$ cat src/rtl/sw_alloc_credit.sv
// Oldest-first single-output switch allocator with internal downstream credit counters.
// Optional SW_ALLOC_RR_TIEBREAK_EN: round-robin tiebreak among equal-timestamp requesters.
module sw_alloc_credit #(
  parameter int NUM_PORTS    = 5,
  parameter int NUM_VC       = 4,
  parameter int TIME_WIDTH   = 8,
  parameter int CREDIT_DEPTH = 4,
  localparam int PC_W  = $clog2(NUM_PORTS + 1),
  localparam int VC_W  = $clog2(NUM_VC),
  localparam int CNT_W = $clog2(CREDIT_DEPTH + 1)
) (
  input  logic                          clk,
  input  logic                          rst_n,
  input  logic [NUM_PORTS-1:0]          req_in,
  input  logic [NUM_PORTS*TIME_WIDTH-1:0] time_in,
  input  logic [NUM_PORTS*VC_W-1:0]     vc_in,
  input  logic                          credit_ret_valid,
  input  logic [VC_W-1:0]               credit_ret_vc,
  output logic                          grant_valid,
  output logic [PC_W-1:0]               grant_pc,
  output logic [NUM_PORTS-1:0]          grant_onehot,
  output logic [VC_W-1:0]               grant_vc,
  output logic [NUM_VC*CNT_W-1:0]       credit_cnt
);

  logic [CNT_W-1:0]      cnt_q [NUM_VC];
  logic                  found;
  logic [TIME_WIDTH-1:0] best_t;
  logic [VC_W-1:0]       win_req_vc;
  logic                  req_vc_ok;
  logic                  any_credit;
  logic [VC_W-1:0]       alt_vc;
  logic                  alt_found;
  logic [NUM_VC-1:0]     cnt_dec;
  logic [NUM_VC-1:0]     cnt_inc;
  int                    p_idx;

  logic                  win_vld_p0;
  logic [PC_W-1:0]       win_pc_p0;
  logic [VC_W-1:0]       win_vc_p0;

  // A simultaneous grant and return cancel; returns saturate at full depth.
  function automatic logic [CNT_W-1:0] cnt_next(input logic [CNT_W-1:0] cnt,
                                                 input logic dec, input logic inc);
    if (dec && !inc)
      return cnt - CNT_W'(1);
    else if (inc && !dec && cnt != CNT_W'(CREDIT_DEPTH))
      return cnt + CNT_W'(1);
    else
      return cnt;
  endfunction

`ifdef SW_ALLOC_RR_TIEBREAK_EN
  logic [PC_W-1:0] rr_ptr;

  function automatic int wrap_idx(input int base, input int k);
    int s;
    s = base + k;
    if (s >= NUM_PORTS) s = s - NUM_PORTS;
    return s;
  endfunction
`endif

  // Stage p0: oldest-first arbitration and VC selection
  always_comb begin
    found      = 1'b0;
    best_t     = '0;
    win_pc_p0  = PC_W'(NUM_PORTS);
    win_req_vc = '0;
    p_idx      = 0;
    // Scan in priority order; strict compare keeps the first of any tied group.
    for (int k = 0; k < NUM_PORTS; k++) begin
`ifdef SW_ALLOC_RR_TIEBREAK_EN
      p_idx = wrap_idx(int'(rr_ptr), k);
`else
      p_idx = k;
`endif
      if (req_in[p_idx] && (!found || time_in[p_idx*TIME_WIDTH +: TIME_WIDTH] < best_t)) begin
        found      = 1'b1;
        best_t     = time_in[p_idx*TIME_WIDTH +: TIME_WIDTH];
        win_pc_p0  = PC_W'(p_idx);
        win_req_vc = vc_in[p_idx*VC_W +: VC_W];
      end
    end

    req_vc_ok  = 1'b0;
    any_credit = 1'b0;
    alt_found  = 1'b0;
    alt_vc     = '0;
    for (int v = 0; v < NUM_VC; v++) begin
      if (cnt_q[v] != '0) begin
        any_credit = 1'b1;
        if (!alt_found) begin
          alt_found = 1'b1;
          alt_vc    = VC_W'(v);
        end
        if (int'(win_req_vc) == v) req_vc_ok = 1'b1;
      end
    end
    win_vc_p0  = req_vc_ok ? win_req_vc : alt_vc;
    win_vld_p0 = found && any_credit;

    cnt_dec = '0;
    cnt_inc = '0;
    for (int v = 0; v < NUM_VC; v++) begin
      cnt_dec[v] = win_vld_p0 && (int'(win_vc_p0) == v);
      cnt_inc[v] = credit_ret_valid && (int'(credit_ret_vc) == v);
    end
  end

  // Stage p1: registered grant outputs
  always_ff @(posedge clk or negedge rst_n) begin
    if (!rst_n) begin
      grant_valid  <= 1'b0;
      grant_pc     <= PC_W'(NUM_PORTS);
      grant_onehot <= '0;
      grant_vc     <= '0;
    end else begin
      grant_valid  <= win_vld_p0;
      grant_pc     <= win_vld_p0 ? win_pc_p0 : PC_W'(NUM_PORTS);
      grant_onehot <= win_vld_p0 ? (NUM_PORTS'(1) << win_pc_p0) : '0;
      grant_vc     <= win_vld_p0 ? win_vc_p0 : '0;
    end
  end

  always_ff @(posedge clk or negedge rst_n) begin
    if (!rst_n) begin
      for (int v = 0; v < NUM_VC; v++) cnt_q[v] <= CNT_W'(CREDIT_DEPTH);
    end else begin
      for (int v = 0; v < NUM_VC; v++) cnt_q[v] <= cnt_next(cnt_q[v], cnt_dec[v], cnt_inc[v]);
    end
  end

`ifdef SW_ALLOC_RR_TIEBREAK_EN
  always_ff @(posedge clk or negedge rst_n) begin
    if (!rst_n)
      rr_ptr <= '0;
    else if (win_vld_p0)
      rr_ptr <= (win_pc_p0 == PC_W'(NUM_PORTS - 1)) ? '0 : win_pc_p0 + PC_W'(1);
  end
`endif

  for (genvar gv = 0; gv < NUM_VC; gv++) begin : g_cnt_out
    assign credit_cnt[gv*CNT_W +: CNT_W] = cnt_q[gv];
  end

endmodule

$ cat config.mk
export PLATFORM = sky130hd
export DESIGN_NAME = sw_alloc_credit
export DESIGN_NICKNAME = d
export VERILOG_FILES = /design/src/rtl/sw_alloc_credit.sv
export SDC_FILE = /design/constraint.sdc
export NUM_CORES = 1
export LEC_CHECK = 0
export ABC_AREA = 1
export BUFFER_PORTS_ARGS = -buffer_cell sky130_fd_sc_hd__clkbuf_2
export CAP_MARGIN = 10
export CORE_MARGIN = 2
export CORE_UTILIZATION = 45
export DETAILED_ROUTE_END_ITERATION = 10
export GPL_ROUTABILITY_DRIVEN = 1
export PLACE_DENSITY = 0.77
export SKIP_LAST_GASP = 1
export SYNTH_ARGS = -nofsm -noshare
export SYNTH_HDL_FRONTEND = slang
export SYNTH_SLANG_ARGS = --single-unit
$ cat constraint.sdc
create_clock -name clk -period 2.6 [get_ports clk]
set_input_delay 0.13 -clock clk [delete_from_list [all_inputs] [get_ports clk]]
set_output_delay 0.13 -clock clk [all_outputs]
set_load 0.03 [all_outputs]
==> results.ini, run 1 <==
[sta]
max_freq_mhz=158
fin_ws_ns=-3.74
worstMarginPinSlew_ns=0.634
hold_violations=0
slew_viol_final=0
rsz0062_at_grt=true
post-route-period-util=2.44
period_minus_slack_ns=6.34
fin_skew_ns=0.00213
relSlewSlack=0.574
setup_viol=22

[floorplanning]
die_y_um=79.7
num_io_pins=83
initial_core_util=0.469
rows=27
dieArea_mm2=0.00636
die_x_um=79.7
fp.coreArea_mm2=0.00551

[logic_synthesis]
yosysWarningCount=0
ys_top_cells_by_count=nand2_1 (130), inv_1 (58), nand3_1 (46)
yosysMostFrequentCell=nand2_1
yosys-top-cells-area=nand2_1 (19%), dfrtp_1 (16%), ha_1 (14%)
synth.largest_area_cell=nand2_1
synth_seq_cells=23
synth.distinct_cells=30
syn_area_per_cell_um2=6.53
synth_fp_nets=487
synth_edf_count=0
synthFlopType=dfrtp_1
netlist_area_mm2=0.00258
synth_top_area_frac=0.189
async_reset_ff_frac=1.00
yosysSeqAreaShare=0.226
synth_cells=395

[finish]
area_growth_pct=79.0
fillers=276
layout.nets=660
stdcell_count=639
diodes=0
drive_gt1_frac=0.568
register_area_um2=583
multi_input_area_mm2=0.00247

[critical_path]
worstPathArrival_ns=6.53
start_kind=primary input
cp.required_ns=2.79
cp.buffers_inverters=6
path_class=in2reg
crit_path_max_fanout=8
slowest_stage=fa_2
crit_family=simple AND/OR/NAND/NOR gates
worstSetupEndpointType=flop
slowest_delay_ns=0.38
cp.depth=55
r2r_cells=11
cpMostUsedCell=nand2_1

[clocking]
numCtsBuffers=3
clk_pin_slew_worst_paths_ns=0.08
clk_latency_ns=0.27
clock_sinks=23
clockBufferDepth=2
cts_root_buf=clkbuf_8
htree_levels=1
cts_tree=yes

[global_routing]
grtUsageTotal=0.265
grt_pass1_wl_um=13600
globalRouteOverflowTotal=0
grt_max_degree=24
antenna_found_initial=0
grt_pass1_vias=3243

[place]
dp.cells=603
dp_hpwl_um=6090
place.gp.congestion=0.899
post-place-ws_ns=-3.75
io_buffers=82

[drt]
num_vias=3616
routed_wl_um=11200
wl_per_cell_um=17.5
drc=0
viasPerCell=5.66
firstDrtPassIters=7
ant_nets=0
drtIter0Drc=239

[status]
violations=setup timing
outcome=finished, violations left

[power]
power_mw=3.81
cellPowerDensity_mw_per_mm2=826
ir_worst_vdd_mv=0.668
power_leakage_nw=2.42

[hold_path]
min_path_type=in2async

[job]
maxCapViolations=0

==> path summary, 6_finish.rpt <==
kind / start / endpoint / slack (ns)
hold / removal: rst_n / grant_onehot[4]$_DFF_PN0_ / 0.38
max in group asynchronous: rst_n / grant_pc[0]$_DFF_PN1_ / 1.84
hold reg to reg: credit_cnt[11]$_DFFE_PN1P_ / credit_cnt[11]$_DFFE_PN1P_ / 0.50
setup reg to reg: credit_cnt[7]$_DFFE_PN0P_ / credit_cnt[10]$_DFFE_PN0P_ / -0.19
min in group clk: req_in[2] / grant_pc[1]$_DFF_PN0_ / 0.44
setup / recovery: req_in[0] / credit_cnt[2]$_DFFE_PN1P_ / -3.74
==> layout by cell type, fill, tap and decap left out, types with 5 or more instances in the layout <==
master    count
a21oi_1       6
a21oi_2       5
buf_4        75
buf_6        13
clkbuf_2     81
dfrtp_1      17
dfstp_2       6
ha_1         13
ha_4         12
inv_1        49
inv_2        10
nand2_1      92
nand2_2      33
nand2_4      16
nand3_1      32
nand3_2      10
nand3_4       6
nor2_1       10
nor2_2        5
nor3_1        5
o21ai_0       6
o21ai_1       5
o21ai_2      11
==> cells by family after synthesis <==
| family | share of synthesized area |
|---|---|
| buffers and inverters | 0.101 |
| DFF | 0.226 |
| adders and majority gates | 0.167 |
| and+or+nand+nor | 0.387 |
| AOI/OAI and AO/OA | 0.119 |
==> metal layers <==
layer	wire length, um	vias up	track usage
met2	5580	208	0.495
li1	-	1638	-
met3	656	57	0.0441
met1	4400	1713	0.305
met4	544	0	0.0828
met5	0	-	0
==> metrics by stage <==
| step | hold slack [ns] | util | instance area [um^2] | setup TNS [ns] |
|---|---|---|---|---|
| after floorplan | -0.166 | - | 2860 | -64.79 |
| after global placement | 0.145 | 0.679 | 3740 | -66.71 |
| after detailed placement | 0.142 | 0.679 | 3740 | -71.50 |
| after CTS | 0.376 | 0.753 | 4150 | -57.85 |
| after global routing | 0.442 | 0.839 | 4620 | -75.07 |
| final | 0.382 | 0.839 | 4620 | -69.68 |
==> report_power, final <==
part	internal (mW)	switching [mW]	total, mW
sequential	0.529	0.129	0.659
clock	0.110	0.113	0.222
combinational	1.16	1.78	2.93
total	1.80	2.02	3.81
==> state kept, by name, indices dropped and copies added (netlist names) <==
name,cells
credit_cnt,12
grant_vc,2
grant_valid,1
grant_onehot,5
grant_pc,3
==> what timing repair did <==
item,CTS,global route
endpoints found under the setup margin,22,22
endpoints found under the hold margin,17,0
setup buffers,19,14
hold buffers,1,0
pin swaps,20,58
resized for setup,54,93
gates cloned,2,0
==> cell type report <==
cell class / count / share of cell area
Multi-Input combinational cell: 306 / 0.535
Timing Repair Buffer: 174 / 0.260
Sequential cell: 23 / 0.126
Inverter: 60 / 0.0493
Tap cell: 72 / 0.0195
Clock buffer: 4 / 0.00975
Note: power is estimated with default switching activity, not from simulation.
==> run 2, diff against run 1 <==
Settings changed: ABC_AREA 1 to not set, CORE_UTILIZATION 45 to 50, PLACE_DENSITY 0.77 to 0.83.
==> run 2 against run 1 <==
Compared with the run above: the run still ends with setup timing left; area after synthesis rose by 8.4%; via count rose by 12%; clock skew rose by 0.018 ns; critical endpoint is now credit_cnt[4]$_DFFE_PN0P_; largest power group unchanged; highest routed layer unchanged.
==> results.ini, run 2 <==
[logic_synthesis]
synth_fp_nets=439
async_reset_ff_frac=1.00
yosys-top-cells-area=dfrtp_1 (15%), ha_1 (13%), nand2_1 (6.4%)
synth.distinct_cells=72
synth_edf_count=0
synth_cells=347
yosysMostFrequentCell=nand2_1
synth.largest_area_cell=dfrtp_1
syn_area_per_cell_um2=8.06
synthFlopType=dfrtp_1
synth_seq_cells=23
netlist_area_mm2=0.00280
ys_top_cells_by_count=nand2_1 (48), ha_1 (28), o21ai_0 (28)
yosysSeqAreaShare=0.208
yosysWarningCount=0
synth_top_area_frac=0.152

[clocking]
clock_sinks=23
clk_latency_ns=0.28
cts_tree=yes
clk_pin_slew_worst_paths_ns=0.10
clockBufferDepth=2
htree_levels=1
cts_root_buf=clkbuf_8
numCtsBuffers=3

[place]
post-place-ws_ns=-5.68
place.gp.congestion=0.906
io_buffers=82
dp_hpwl_um=7120

[critical_path]
crit_path_max_fanout=8
worstPathArrival_ns=8.78
slowest_stage=fa_2
start_kind=primary input
cp.required_ns=2.75
cpMostUsedCell=a2111oi_4
slowest_delay_ns=0.58
crit_family=compound AO/OA/AOI/OAI gates
path_class=in2reg
worstSetupEndpointType=flop
cp.buffers_inverters=3

[power]
cellPowerDensity_mw_per_mm2=841
power_mw=4.02
power_leakage_nw=2.22
ir_worst_vdd_mv=1.21

[global_routing]
antenna_found_initial=0
grtUsageTotal=0.351
grt_pass1_vias=3821
grt_pass1_wl_um=17400
grt_max_degree=24
globalRouteOverflowTotal=0

[floorplanning]
die_y_um=78.8
num_io_pins=83
initial_core_util=0.514
fp.coreArea_mm2=0.00544
die_x_um=78.8
rows=27
dieArea_mm2=0.00621

[drt]
num_vias=4053
ant_nets=0
firstDrtPassIters=6
routed_wl_um=13100
wl_per_cell_um=21.1
viasPerCell=6.54
drc=0
drtIter0Drc=437

[finish]
final_common_cell=buf_4
diodes=0
largest_reg_flops=12
layout.nets=641
layout_common_cells=buf_4 (108), clkbuf_2 (81), nand2_1 (40)
area_growth_pct=70.8
drive_gt1_frac=0.542

[sta]
fin_worst_hold_slack_ns=0.298
post-route-period-util=3.32
fin_tns_setup_ns=-113.75
hold_violations=0
rsz0062_at_grt=true
slew_viol_final=0
setup_viol=22
relSlewSlack=0.594
period_minus_slack_ns=8.63
fin_skew_ns=0.0199
fin_ws_ns=-6.03
max_freq_mhz=116
worstMarginPinSlew_ns=0.608

[status]
outcome=finished, violations left
violations=setup timing

[job]
maxCapViolations=0

[hold_path]
min_path_type=in2reg

run 2: tightest hold or removal path, cell delays in order:
cell      delay (ns)
clkbuf_2        0.14
nor3b_1         0.11
nand4_1         0.09
nand3_1         0.06
run 2: layout make-up:
cell class                 instances  area [um^2]
clock buffer                       3         41.3
clock inverter                     1         5.00
timing repair buffer             204         1400
multi-input combinational        301         2600
tap                               72         90.1
sequential                        23          583
inverter                          16         62.6
fill                             264          659
run 2: cells by family (layout without fill, tap and decap cells):
logic type | after synthesis | after routing | synth area share
AOI/OAI and AO/OA | 122 | 123 | 0.327
xor gates and xnor gates | 3 | 3 | 0.00939
buffers and inverters | 25 | 224 | 0.0349
adders and majority gates | 32 | 32 | 0.154
and+or+nand+nor | 138 | 139 | 0.251
DFF | 23 | 23 | 0.208
muxes | 4 | 4 | 0.0152
run 2: repair_timing:
action                                 4_1_cts  5_1_grt
resized for setup                           40       40
endpoints found under the hold margin       17        0
hold buffers                                 1        0
setup endpoints to repair                   22       22
pin swaps                                   26       31
gates cloned                                 2        0
buffers inserted                            20       14
run 2: report_power, final:
part / total [mW] / internal, mW / leakage (nW) / switching [mW]
clock network: 0.236 / 0.107 / 0.0255 / 0.128
registers: 0.630 / 0.522 / 0.262 / 0.108
logic: 3.16 / 1.43 / 1.94 / 1.72
total: 4.02 / 2.06 / 2.22 / 1.96
run 2: path summary, 6_finish.rpt:
check	start	to	slack, ns	cells past startpoint
setup / recovery	time_in[1]	credit_cnt[4]$_DFFE_PN0P_	-6.03	39
hold reg to reg	credit_cnt[3]$_DFFE_PN0P_	credit_cnt[3]$_DFFE_PN0P_	0.60	1
hold / removal	credit_ret_vc[1]	credit_cnt[0]$_DFFE_PN0P_	0.30	4
min in group asynchronous	rst_n	credit_cnt[7]$_DFFE_PN0P_	0.38	2
max in group asynchronous	rst_n	grant_onehot[2]$_DFF_PN0_	1.80	2
setup reg to reg	credit_cnt[1]$_DFFE_PN0P_	credit_cnt[4]$_DFFE_PN0P_	-0.49	11
run 2: layer usage:
metal / global-route usage / vias up / wire length, um
li1: - / 1708 / -
met1: 0.409 / 1866 / 4560
met2: 0.644 / 357 / 6270
met3: 0.0500 / 122 / 1250
met4: 0.142 / 0 / 1000
met5: 0 / - / 0
run 2: metrics by stage:
step | instances | instance area [um^2] | utilization
2_1_floorplan | 347 | 3040 | -
3_3_place_gp | 583 | 4130 | 0.759
3_5_place_dp | 583 | 4130 | 0.759
4_1_cts | 610 | 4540 | 0.834
5_1_grt | 620 | 4780 | 0.879
6_report | 620 | 4780 | 0.879
